==> config.mk <==
export PLATFORM = sky130hd
export DESIGN_NAME = filter2d_engine
export DESIGN_NICKNAME = d
export VERILOG_FILES = /design/src/rtl/filter2d_engine.sv
export SDC_FILE = /design/constraint.sdc
export NUM_CORES = 1
export LEC_CHECK = 0
export BUFFER_PORTS_ARGS = -buffer_cell sky130_fd_sc_hd__buf_2
export CAP_MARGIN = 20
export CORE_MARGIN = 2
export CORE_UTILIZATION = 35
export CTS_CLUSTER_DIAMETER = 150
export CTS_CLUSTER_SIZE = 10
export DETAILED_ROUTE_END_ITERATION = 7
export PLACE_DENSITY = 0.59
export SLEW_MARGIN = 5
export SYNTH_ARGS = -nofsm -noshare
export SYNTH_HDL_FRONTEND = slang
export SYNTH_SLANG_ARGS = --single-unit
==> constraint.sdc <==
create_clock -name clk -period 9.55 [get_ports clk]
set_clock_uncertainty 0.1 [all_clocks]
set_input_delay 1.4325 -clock clk [delete_from_list [all_inputs] [get_ports clk]]
set_output_delay 1.4325 -clock clk [all_outputs]
set_load 0.01 [all_outputs]
==> src/rtl/filter2d_engine.sv <==
// 3x3 signed-kernel convolution engine. Sweeps a frame in raster order,
// reading nine neighbours per output pixel from a synchronous single-port
// frame buffer. Neighbours outside the image count as zero.
//
// state | meaning
// IDLE  | waiting for start; kernel latched on accept
// READ  | nine tap cycles (k=0..8), reads issued for in-image neighbours
// ACC   | last tap product folded into the accumulator
// OUT   | scaled/clamped pixel registered out, coordinates advanced
// FIN   | frame finished; done pulse raised, busy dropped
module filter2d_engine #(
  parameter int IMG_W = 256,
  parameter int IMG_H = 256,
  parameter int AW    = 16,
  parameter int SHIFT = 4
) (
  input  logic          clk,
  input  logic          reset,
  input  logic          start,
  input  logic [71:0]   i_kernel,
  output logic          mem_rd,
  output logic [AW-1:0] rd_addr,
  input  logic [7:0]    rd_data,
  output logic          o_strb,
  output logic [7:0]    o_data,
  output logic [7:0]    o_x,
  output logic [7:0]    o_y,
  output logic          busy,
  output logic          done,
  output logic          overrun
);

  typedef enum logic [2:0] {IDLE, READ, ACC, OUT, FIN} state_t;

  localparam logic [7:0] X_LAST = 8'(IMG_W - 1);
  localparam logic [7:0] Y_LAST = 8'(IMG_H - 1);

  state_t              state_q, state_d;
  logic [3:0]          k_q;
  logic [7:0]          x_q, y_q;
  logic signed [19:0]  acc_q;
  logic signed [7:0]   coef_q [9];
  logic                tap_v_q;
  logic [3:0]          tap_k_q;

  logic                col_lo, col_hi, row_lo, row_hi, tap_ok, last_pix;
  logic [AW-1:0]       pix_addr, row_off, col_off;
  logic signed [16:0]  prod;
  logic signed [19:0]  acc_sh;
  logic [7:0]          pix_clamp;

  // State register
  always_ff @(posedge clk) begin
    if (reset) state_q <= IDLE;
    else       state_q <= state_d;
  end

  // Next-state decode
  always_comb begin
    state_d = state_q;
    case (state_q)
      IDLE: if (start) state_d = READ;
      READ: if (k_q == 4'd8) state_d = ACC;
      ACC:  state_d = OUT;
      OUT:  state_d = last_pix ? FIN : READ;
      FIN:  state_d = IDLE;
      default: state_d = IDLE;
    endcase
  end

  // Tap geometry: k = (dy+1)*3 + (dx+1); read only neighbours inside the image
  always_comb begin
    col_lo   = (k_q == 4'd0) || (k_q == 4'd3) || (k_q == 4'd6);
    col_hi   = (k_q == 4'd2) || (k_q == 4'd5) || (k_q == 4'd8);
    row_lo   = (k_q < 4'd3);
    row_hi   = (k_q >= 4'd6);
    tap_ok   = !(col_lo && x_q == 8'd0) && !(col_hi && x_q == X_LAST) &&
               !(row_lo && y_q == 8'd0) && !(row_hi && y_q == Y_LAST);
    last_pix = (x_q == X_LAST) && (y_q == Y_LAST);
    pix_addr = AW'(y_q) * AW'(IMG_W) + AW'(x_q);
    row_off  = row_lo ? (~AW'(IMG_W) + AW'(1)) : (row_hi ? AW'(IMG_W) : '0);
    col_off  = col_lo ? '1 : (col_hi ? AW'(1) : '0);
    mem_rd   = (state_q == READ) && tap_ok;
    rd_addr  = mem_rd ? (pix_addr + row_off + col_off) : '0;
  end

  // MAC product and output scaling/clamp
  always_comb begin
    prod      = $signed({1'b0, rd_data}) * coef_q[tap_k_q];
    acc_sh    = acc_q >>> SHIFT;
    pix_clamp = acc_sh[19] ? 8'd0 : ((acc_sh > 20'sd255) ? 8'd255 : acc_sh[7:0]);
  end

  // Kernel is captured only when a frame is accepted
  always_ff @(posedge clk) begin
    if (state_q == IDLE && start) begin
      for (int i = 0; i < 9; i++) coef_q[i] <= i_kernel[8*i +: 8];
    end
  end

  // Sweep datapath, tap pipeline and registered outputs
  always_ff @(posedge clk) begin
    if (reset) begin
      k_q     <= '0;
      x_q     <= '0;
      y_q     <= '0;
      acc_q   <= '0;
      tap_v_q <= 1'b0;
      tap_k_q <= '0;
      o_strb  <= 1'b0;
      o_data  <= '0;
      o_x     <= '0;
      o_y     <= '0;
      busy    <= 1'b0;
      done    <= 1'b0;
      overrun <= 1'b0;
    end else begin
      tap_v_q <= mem_rd;
      tap_k_q <= k_q;
      o_strb  <= 1'b0;
      done    <= 1'b0;
      overrun <= start && (state_q != IDLE);
      if (tap_v_q) acc_q <= acc_q + {{3{prod[16]}}, prod};
      case (state_q)
        IDLE: begin
          if (start) begin
            x_q   <= '0;
            y_q   <= '0;
            k_q   <= '0;
            acc_q <= '0;
            busy  <= 1'b1;
          end
        end
        READ: k_q <= k_q + 4'd1;
        OUT: begin
          o_strb <= 1'b1;
          o_data <= pix_clamp;
          o_x    <= x_q;
          o_y    <= y_q;
          acc_q  <= '0;
          k_q    <= '0;
          if (x_q == X_LAST) begin
            x_q <= '0;
            y_q <= y_q + 8'd1;
          end else begin
            x_q <= x_q + 8'd1;
          end
        end
        FIN: begin
          busy <= 1'b0;
          done <= 1'b1;
        end
        default: ;
      endcase
    end
  end

endmodule
* Word level (Yosys, flattened, before mapping)
Memories as Yosys holds them, arrays and structs flattened. A register that Yosys moved wholly into a read port is not among the register bits.
Cells that the tools add are included.
** Storage, ports and cells
- Memories :: 1
- Bits in writable memories :: 72
- Output and inout port bits :: 45
- Register bits after elaboration :: 72
- Word-level logic and storage cells :: 99
- Input bits :: 83
** Memories
- coef_q :: depth 9, bits a word 8, rd ports 1, clocked after Yosys merged registers in 1, wr ports 9, RTL line 42 : logic signed [7:0] coef_q [9];
** Operators by class
- Reductions and logical operators :: 32
- Equal/unequal tests :: 14
- Multiply operators :: 1
- $add $sub $neg :: 7
- Mux-type cells :: 28
- $lt $le $gt $ge :: 3
** Operators by type and width (number)
- $mux W16 :: 3
- $mux W20 :: 2
- $mux W8 :: 5
- $pmux W20 S2 :: 1
- $add A16 B16 Y16 :: 2
- $pmux W8 S2 :: 2
- $add A20 B20 Y20 :: 1
- $mul A9 B8 Y17 :: 1
- $add A16 B8 Y16 :: 1
- $add A8 B1 Y8 const B :: 2
- $eq A8 B8 Y1 const B :: 2
- $gt A16 B9 Y1 const B :: 1
- $logic_not A8 Y1 :: 2
- $pmux W3 S4 :: 1
- $pmux W4 S3 :: 1
- $logic_and A1 B1 Y1 :: 11
- $mux W3 :: 3
- $mux W9 :: 1
- $eq A4 B2 Y1 const B :: 2
- $eq A4 B3 Y1 const B :: 2
- $mux W4 :: 2
- $reduce_and A2 Y1 :: 4
- $eq A3 B2 Y1 const B :: 2
- $mux W1 :: 6
- 15 further kinds :: 25

* Depth between registers and ports, before layout
Gate-level depths: netlist of run 1.
- Depth in word-level cells :: 10
- Depth in mapped cells :: 33
- Gate-level depth less buffers :: 31

* Least setup slack after synthesis of run 1
No wires, ideal clock.
- Path type :: register -> register
- Start :: register with a tool-made name
- End :: register acc_q[18]
- Data arrival time :: 6746 ps
- Data required time :: 9330 ps
- Setup slack :: 2584 ps
- Setup time :: 120 ps
- Clock period less this slack :: 6966 ps
- Cell stages (with the launch flop) :: 31
- Buffers on the path :: 2
- Cell sequence :: dfxtp_1 buf_2 buf_6 mux4_2 mux2i_1 nor2_1 a21oi_4 or2_1 fa_1 fa_1 inv_1 fa_1 inv_1 fa_1 inv_1 ha_1 inv_1 o21bai_1 a211oi_2 nor4_1 or3_1 a21oi_2 xnor2_1 ha_1 and2_1 a221oi_1 o21bai_1 a21o_1 a41oi_1 nor4b_1 a211o_1
** RTL lines
- end signal, assigned :: RTL line 123 : if (tap_v_q) acc_q <= acc_q + {{3{prod[16]}}, prod};
- end, declared :: RTL line 41 : logic signed [19:0] acc_q;

==> impl_metrics.json, run 1 <==
{
  "rsz0062_at_grt": "no",
  "routed_wl_mm": 22.6,
  "synth_top_area_cell": "edfxtp_1",
  "max_slew.worst_pin.slew_ps": 981,
  "setup-violations-final": 0,
  "r2r_end": "acc_q[18]",
  "cts-root-buf": "clkbuf_16",
  "fp.dieW_um": 173,
  "slew_violations": 0,
  "min_path_cells": 2,
  "final_common_cell": "buf_2",
  "r2r_setup_slack_ps": 1940,
  "grt_pass1_vias": 7148,
  "hold_path.class": "register to register",
  "hold_end": "o_x[7]",
  "synth_area_per_cell_um2": 9.87,
  "yosys.area.top_type_share_pct": 21.6,
  "routabilityCongestion": 0.849,
  "start_kind": "register",
  "fin_util_pct": 41.6,
  "power_switching_mw": 1.38,
  "cpPeakStageDelay_ps": 540,
  "pin_count": 128,
  "synthCells": 1016,
  "worst_ep_arrival_time_ps": 7830,
  "rows": 61,
  "synth_nets": 1239,
  "whs_ps": 353,
  "routedWlPerCell_um": 14.8,
  "synthArstFlopShare_pct": 0,
  "port_buffers": 127,
  "tns_ps": 0,
  "drc": 0,
  "cts_inserted_buffers": 17,
  "ys_types": 64,
  "rr_worst_depth": 30,
  "synth_seq_cells": 148,
  "p_total_mw": 3.19,
  "grt_use_total_pct": 15.0,
  "max-vdd-ir-drop_mv": 0.162,
  "coreArea_um2": 28000,
  "crit_type": "register to register",
  "leakagePower_nw": 5.02,
  "outcome": "finished, final reports clean",
  "cts_tree": "done",
  "synth_area_um2": 10000,
  "hold_buffers": 0,
  "sw_frac_of_total_pct": 43.1,
  "viasPerCell": 4.87,
  "clock_path_buffers": 2,
  "crit_slowest_cell": "dfxtp_1",
  "synth_area_leaders": "edfxtp_1 (22%), dfxtp_1 (15%), ha_1 (12%), fa_1 (9.2%), nor2_1 (4.5%)",
  "end_kind": "register",
  "postRouteAntennaNets": 0,
  "grt_max_degree": 73,
  "period_share_pct": 79.7,
  "cpMostUsedCell": "inv_1",
  "drive_above_1_share_pct": 18.0,
  "hold_violations": 0,
  "crit_buf_inv": 6,
  "period_needed_ps": 7610,
  "cts.sinks": 148,
  "relSlewSlack_pct": 34.6,
  "grt_antenna_before_repair": 0,
  "diodes": 0,
  "synth-seq-area-share_pct": 36.7,
  "min_from": "o_x[7]",
  "h-tree-depth": 4,
  "combPwrFrac_pct": 55.7,
  "initial_core_util_pct": 35.8,
  "drt_iter0_drc": 445,
  "yosysWarnings": 0,
  "synth_edf_count": 72,
  "drv_cap": 0,
  "grt_pass1_wl_mm": 36.3,
  "p_seq_share_pct": 23.3,
  "internal_power_mw": 1.82,
  "cts_setup_buffers": 0,
  "dpl.hpwl_mm": 17.3,
  "drtPass1Iterations": 4,
  "path_delay_family": "adder cells",
  "critical_path.max_fanout": 13,
  "final_cell_mix": "buf_2 (127), nor2_1 (118), inv_1 (106)",
  "clkLatencyLatePin_ps": 430,
  "clk_pin_slew_ps": 70,
  "fin_nets": 1361,
  "timing.fmax_mhz": 131,
  "cts_resized": 0,
  "fill_cells": 2753,
  "pwr_density_cell_nw_per_um2": 274,
  "power_frac_clock_pct": 20.9,
  "area_delta_synth_final_pct": 16.3,
  "worstPathRequired_ps": 9760,
  "grt-ovfl-total": 0,
  "synthFlopType": "dfxtp_1",
  "vias": 7444,
  "die_y_um": 173,
  "die_area_um2": 30000
}
## layer usage
metal | track usage (%) | wire length (um)
met1 | 20.2 | 10500
met2 | 25.5 | 11200
met3 | 2.04 | 638
met4 | 3.60 | 186
met5 | 0 | 0
## sequential cells by signal (all words and copies together) (netlist names), named ones only
| name | cells |
|---|---|
| acc_q | 20 |
| busy | 1 |
| coef_q | 72 |
| done | 1 |
| k_q | 4 |
| o_data | 8 |
| o_strb | 1 |
| o_x | 8 |
| o_y | 8 |
| overrun | 1 |
| state_q | 3 |
| tap_v_q | 1 |
| x_q | 8 |
| y_q | 8 |
## worst max-delay path by stage
stage | depth (start not counted) | endpoint | start | slack (ps)
detailed placement | 29 | acc_q[18] | register | 1580
global route | 30 | acc_q[18] | register | 1370
CTS | 29 | acc_q[18] | register | 1550
floorplan | 30 | acc_q[18] | register | 2580
global placement | 29 | acc_q[18] | register | 1690
finish | 30 | acc_q[18] | register | 1940
## power by group through the flow
stage	clock (mW)	combinational, mW	sequential [mW]
6_report	0.669	1.78	0.744
5_1_grt	0.710	2.02	0.749
4_1_cts	0.685	1.80	0.748
3_5_place_dp	0	1.78	0.762
3_3_place_gp	0	1.77	0.762
2_1_floorplan	0	1.42	0.751
## per-stage QoR
step	setup slack (ps)	instance area, um^2	instances
after detailed placement	1580	11000	1496
final	1940	11700	1529
after floorplan	2580	10000	1016
after global routing	1370	11700	1529
after global placement	1690	11000	1496
after CTS	1550	11600	1528
## layout make-up
cell class	instances	area [um^2]	area share, %
clock buffers	17	425	3.65
clock inverters	15	161	1.38
inverters	106	398	3.41
multi-input cells	733	5830	50.0
flip-flops and latches	148	3680	31.6
well taps	378	473	4.06
repair buffers	132	693	5.94
## synth_stat cells, types with 4 or more instances
master	number
nor2b_1	50
buf_1	6
and3_1	10
xnor2_1	27
clkbuf_1	13
dfxtp_1	76
buf_2	8
o21ai_0	32
nor4_1	5
nand3_1	12
inv_1	106
edfxtp_1	72
fa_1	46
nor3b_1	8
o21a_1	7
a21oi_1	63
nor3_1	23
nand3b_1	4
a211oi_1	8
xor2_1	17
nand2b_1	17
a21o_1	9
a21oi_2	10
nand2_1	68
mux2i_1	20
ha_1	94
o21bai_1	6
mux4_2	16
and2_1	6
nand4_1	6
or3_1	5
nor2_1	119
## kinds of logic after synthesis
logic type | share of synthesized area [%]
fa+ha+maj | 20.9
xor+xnor | 3.84
buf+inv | 5.24
simple gates | 17.0
flops | 36.7
mux | 5.59
compound gates | 10.7
## tightest hold or removal path: stages, from the launching register on
cell,delay [ps]
dfxtp_1,310
nand2_1,50
a21oi_1,50
(Power assumes the default switching activity.)
==> run 2: changes to the inputs <==
ABC_AREA = 1   (was unset)
PLACE_DENSITY = 0.61   (was 0.59)
clock period = 7 ns   (was 9.55 ns; I/O delays follow)
==> run 2 against run 1 <==
Compared with the run above: cell count grew 17%; synthesized cell count up 24%; combinational power is 82% higher; first-iteration DRC count rose by 5.8%; sequential cell count is the same; global-route usage up 1.7 points; register-to-register slack got worse by 1500 ps.
==> impl_metrics.json, run 2 <==
{
  "synth_seq_cells": 148,
  "dpl.hpwl_mm": 19.7,
  "r2r_setup_slack_ps": 480,
  "end_kind": "register",
  "max_slew.worst_pin.slew_ps": 940,
  "timing.fmax_mhz": 153,
  "hold_violations": 0,
  "synth_area_per_cell_um2": 8.19,
  "setup-violations-final": 0,
  "cpPeakStageDelay_ps": 540,
  "pwr_density_cell_nw_per_um2": 434,
  "critical_path.max_fanout": 16,
  "yosysWarnings": 0,
  "yosysMostFrequentCell": "inv_1",
  "synth_edf_count": 72,
  "ys_types": 43,
  "cts_tree": "done",
  "rows": 62,
  "leakagePower_nw": 5.79,
  "routed_wl_mm": 25.8,
  "fp.dieW_um": 176,
  "h-tree-depth": 4,
  "start_kind": "register",
  "clk_pin_slew_ps": 60,
  "die_y_um": 176,
  "yosys.area.top_type_share_pct": 21.0,
  "drv_cap": 0,
  "fill_cells": 2970,
  "grt_pass1_wl_mm": 41.0,
  "synth_common_cells": "inv_1 (226), nand2_1 (181), nor2_1 (162)",
  "viasPerCell": 4.83,
  "drc": 0,
  "clock_path_buffers": 2,
  "p_total_mw": 5.22,
  "port_buffers": 127,
  "grt_use_total_pct": 16.7,
  "reg.largest.list": "coef_q: 72 flops, acc_q: 20 flops",
  "final_cell_mix": "inv_1 (223), nand2_1 (181), nor2_1 (161)",
  "coreArea_um2": 28900,
  "final_common_cell": "inv_1",
  "outcome": "finished, final reports clean",
  "area_delta_synth_final_pct": 16.6,
  "hold_path.class": "register to register",
  "postRouteAntennaNets": 0,
  "synth_area_leaders": "edfxtp_1 (21%), dfxtp_1 (15%), ha_1 (11%), fa_1 (8.9%), inv_1 (8.2%)",
  "p_seq_share_pct": 19.8,
  "crit_slowest_cell": "fa_1",
  "slew_violations": 0,
  "synth_top_area_cell": "edfxtp_1",
  "sw_frac_of_total_pct": 48.1,
  "cts-root-buf": "clkbuf_16",
  "synth_area_um2": 10300,
  "period_needed_ps": 6520,
  "synthFlopType": "dfxtp_1",
  "synthCells": 1258,
  "drtPass1Iterations": 5,
  "grt_antenna_before_repair": 1,
  "power_switching_mw": 2.51,
  "pin_count": 128,
  "die_area_um2": 30800,
  "grt_pass1_vias": 8268,
  "tns_ps": 0,
  "grt_max_degree": 74,
  "worstPathRequired_ps": 7230,
  "period_share_pct": 93.1,
  "clkLatencyLatePin_ps": 440,
  "crit_type": "register to register",
  "relSlewSlack_pct": 37.3,
  "synth-seq-area-share_pct": 35.8,
  "grt-ovfl-total": 0,
  "drive_above_1_share_pct": 14.2,
  "hold_buffers": 0,
  "cts_inserted_buffers": 17,
  "internal_power_mw": 2.71,
  "vias": 8641,
  "combPwrFrac_pct": 62.2,
  "synthArstFlopShare_pct": 0,
  "cpMostUsedCell": "inv_1",
  "power_frac_clock_pct": 18.0,
  "routabilityCongestion": 0.909,
  "registers.top_by_ff_count": "coef_q",
  "drt_iter0_drc": 471,
  "fin_nets": 1613,
  "routedWlPerCell_um": 14.4,
  "cts.sinks": 148,
  "synth_nets": 1481,
  "rsz0062_at_grt": "no",
  "largest_reg_flops": 72,
  "initial_core_util_pct": 35.7,
  "worst_ep_arrival_time_ps": 6750,
  "max-vdd-ir-drop_mv": 0.357
}
[run 2: critical path, delay by kind of cell (launching register included)]
kind / cells / cell delay [ps]
flip-flops: 1 / 490
buffers and inverters: 7 / 680
XOR/XNOR: 1 / 160
AO/OA/AOI/OAI: 8 / 1240
adder cells (fa/ha/maj): 6 / 2710
AND/OR/NAND/NOR: 12 / 1030
[run 2: per-stage QoR]
step / hold WS (ps) / instance area, um^2 / cells / util [%] / setup slack (ps)
2_1_floorplan: 374 / 10300 / 1258 / - / 1180
3_3_place_gp: 355 / 11400 / 1750 / 39.3 / 277
3_5_place_dp: 354 / 11400 / 1750 / 39.3 / 200
4_1_cts: 365 / 11900 / 1782 / 41.4 / 158
5_1_grt: 383 / 12000 / 1788 / 41.6 / 3.15
6_report: 362 / 12000 / 1788 / 41.6 / 483
[run 2: final cells by class]
class	instances	area, um^2	area share, %
repair buffers	139	729	6.07
multi-input cells	851	5640	46.9
clock inverters	10	124	1.03
inverters	233	878	7.31
flip-flops and latches	148	3690	30.7
diodes	1	2.50	0.0208
clock buffers	22	469	3.91
well taps	384	480	4.00
[run 2: worst paths after layout]
kind | to | startpoint | depth (start not counted)
max | acc_q[19] | register | 34
max reg2reg | acc_q[19] | register | 34
min | o_data[5] | o_data[5] | 2
min reg2reg | o_data[5] | o_data[5] | 2
[run 2: power by group through the flow]
stage / Sequential [mW] / Clock (mW) / Combinational, mW
floorplan: 1.05 / 0 / 2.50
CTS: 1.04 / 0.956 / 3.27
finish: 1.03 / 0.938 / 3.24
global placement: 1.06 / 0 / 3.22
global route: 1.04 / 0.990 / 3.73
detailed placement: 1.06 / 0 / 3.23
[run 2: layer usage]
layer	routed length, um	global-route usage [%]	vias to the layer above
met4	449	5.85	0
met3	990	2.64	33
met1	11900	22.1	4049
met2	12400	27.6	184
met5	0	0	-
li1	-	-	4375
[run 2: what timing repair did]
| item | in CTS | in global routing |
|---|---|---|
| setup endpoints to repair | 0 | 7 |
| resized for setup | 0 | 7 |
| setup buffers | 0 | 5 |
[run 2: logic make-up after synthesis]
kind of cell	count (synthesis)	synth area share [%]
and+or+nand+nor	436	17.8
muxes	16	1.55
adders and majority gates	140	20.4
xor gates and xnor gates	31	2.64
AOI/OAI and AO/OA	228	12.2
buffers and inverters	259	9.69
DFF	148	35.8
==> run 3: changes to the inputs <==
==> constraint.sdc (replaced) <==
create_clock -name clk -period 7 [get_ports clk]
set_clock_uncertainty 0.1 [all_clocks]
set_input_delay 0 -clock clk [delete_from_list [all_inputs] [get_ports clk]]
set_output_delay 0 -clock clk [all_outputs]
set_load 0.01 [all_outputs]
==> run 3 against run 2 <==
Compared with the run above: register-to-register slack gained 30 ps; combinational power grew 1%; critical endpoint unchanged; largest cell class unchanged; final area grew 6.3%; die area is the same; hold slack lost 190 ps.
==> impl_metrics.json, run 3 (synthesized netlist as in run 2, its figures left out) <==
{
  "outcome": "finished, final reports clean",
  "grt_antenna_before_repair": 2,
  "drc": 0,
  "routed_wl_mm": 27.0,
  "worstPathRequired_ps": 7230,
  "worst_ep_arrival_time_ps": 6720,
  "cpMostUsedCell": "inv_1",
  "die_y_um": 176,
  "clkLatencyLatePin_ps": 430,
  "max-vdd-ir-drop_mv": 0.355,
  "reg.largest.list": "coef_q: 72 flops, acc_q: 20 flops",
  "fill_cells": 2884,
  "period_share_pct": 92.7,
  "port_buffers": 127,
  "clk_pin_slew_ps": 60,
  "min_from": "i_kernel[24]",
  "drv_cap": 0,
  "final_common_cell": "inv_1",
  "postRouteAntennaNets": 0,
  "hold_violations": 0,
  "grt_pass1_wl_mm": 43.1,
  "grt_use_total_pct": 17.6,
  "grt_max_degree": 74,
  "largest_reg_flops": 72,
  "clock_path_buffers": 2,
  "h-tree-depth": 4,
  "drtPass1Iterations": 5,
  "period_needed_ps": 6490,
  "timing.fmax_mhz": 154,
  "grtUsageMet2_pct": 29.4,
  "hold_path.class": "primary input to register",
  "fin_nets": 1688,
  "grt_pass1_vias": 8695,
  "crit_slowest_cell": "fa_1",
  "registers.top_by_ff_count": "coef_q",
  "critical_path.max_fanout": 16,
  "setup_slack_ps": 509,
  "viasPerCell": 4.83,
  "coreArea_um2": 28900,
  "met3_usage_pct": 2.77,
  "cts_tree": "done",
  "path_delay_family": "adder cells",
  "initial_core_util_pct": 35.7,
  "grt-ovfl-total": 0,
  "vias": 9005,
  "area_delta_synth_final_pct": 23.9,
  "routabilityCongestion": 0.909,
  "cts.sinks": 148,
  "grt_use_met1_pct": 22.7,
  "crit_buf_inv": 7,
  "end_kind": "register",
  "pwr_density_cell_nw_per_um2": 412,
  "fp.dieW_um": 176,
  "relSlewSlack_pct": 36.1,
  "slew_violations": 0,
  "leakagePower_nw": 6.11,
  "start_kind": "register",
  "cts-root-buf": "clkbuf_16",
  "die_area_um2": 30800,
  "tns_ps": 0,
  "busiest_layer": "met2",
  "rows": 62,
  "drive_above_1_share_pct": 13.4,
  "crit_type": "register to register",
  "routedWlPerCell_um": 14.5,
  "fin_util_pct": 44.2,
  "setup-violations-final": 0,
  "max_slew.worst_pin.slew_ps": 959,
  "drt_iter0_drc": 510,
  "dpl.hpwl_mm": 19.7,
  "final_cell_mix": "inv_1 (223), nand2_1 (181), nor2_1 (161)",
  "cpPeakStageDelay_ps": 540,
  "p_total_mw": 5.25,
  "pre_cts_slack_ps": 200,
  "cts_inserted_buffers": 17,
  "rsz0062_at_grt": "no",
  "pin_count": 128
}
==> run 3: final timing paths <==
kind	to	slack, ps	depth (start not counted)
worst max register to register	acc_q[19]	510	33
worst min-delay path	coef_q[3][0]	180	2
worst max-delay path	acc_q[19]	510	33
worst min register to register	o_data[5]	360	2
==> run 3: routing by layer <==
layer / wire (um) / share of wire (%)
met4: 650 / 2.4
met3: 1070 / 4.0
met2: 13100 / 49
met1: 12200 / 45
met5: 0 / 0
==> run 3: power breakdown <==
group          leakage (nW)  total, mW  switching, mW  internal, mW
combinational          4.52       3.28           2.10          1.18
sequential             1.30       1.04         0.0335          1.00
clock                 0.289      0.937          0.383         0.554
total                  6.11       5.25           2.52          2.74
==> run 3: final cells by class <==
class	instances	area [um^2]	share of cell area (%)
multi-input combinational	851	5630	44.2
sequential	148	3690	28.9
timing repair buffer	214	1480	11.6
inverter	233	878	6.88
tap	384	480	3.77
clock buffer	22	469	3.68
clock inverter	10	124	0.971
antenna	2	5.00	0.0392
==> run 3: through the flow <==
stage          cell area (um^2)  cells  hold WS [ps]
6_report                  12800   1864           176
5_1_grt                   12800   1864           162
4_1_cts                   12700   1857           151
3_5_place_dp              11400   1750          78.7
3_3_place_gp              11400   1750          76.7
2_1_floorplan             10300   1258         -16.6
==> run 3: timing repair <==
item                                    CTS  global route
resized for setup                         0             6
hold buffers                             75             0
endpoints found under the setup margin    0             7
setup buffers                             0             5
hold endpoints to repair                 87             0
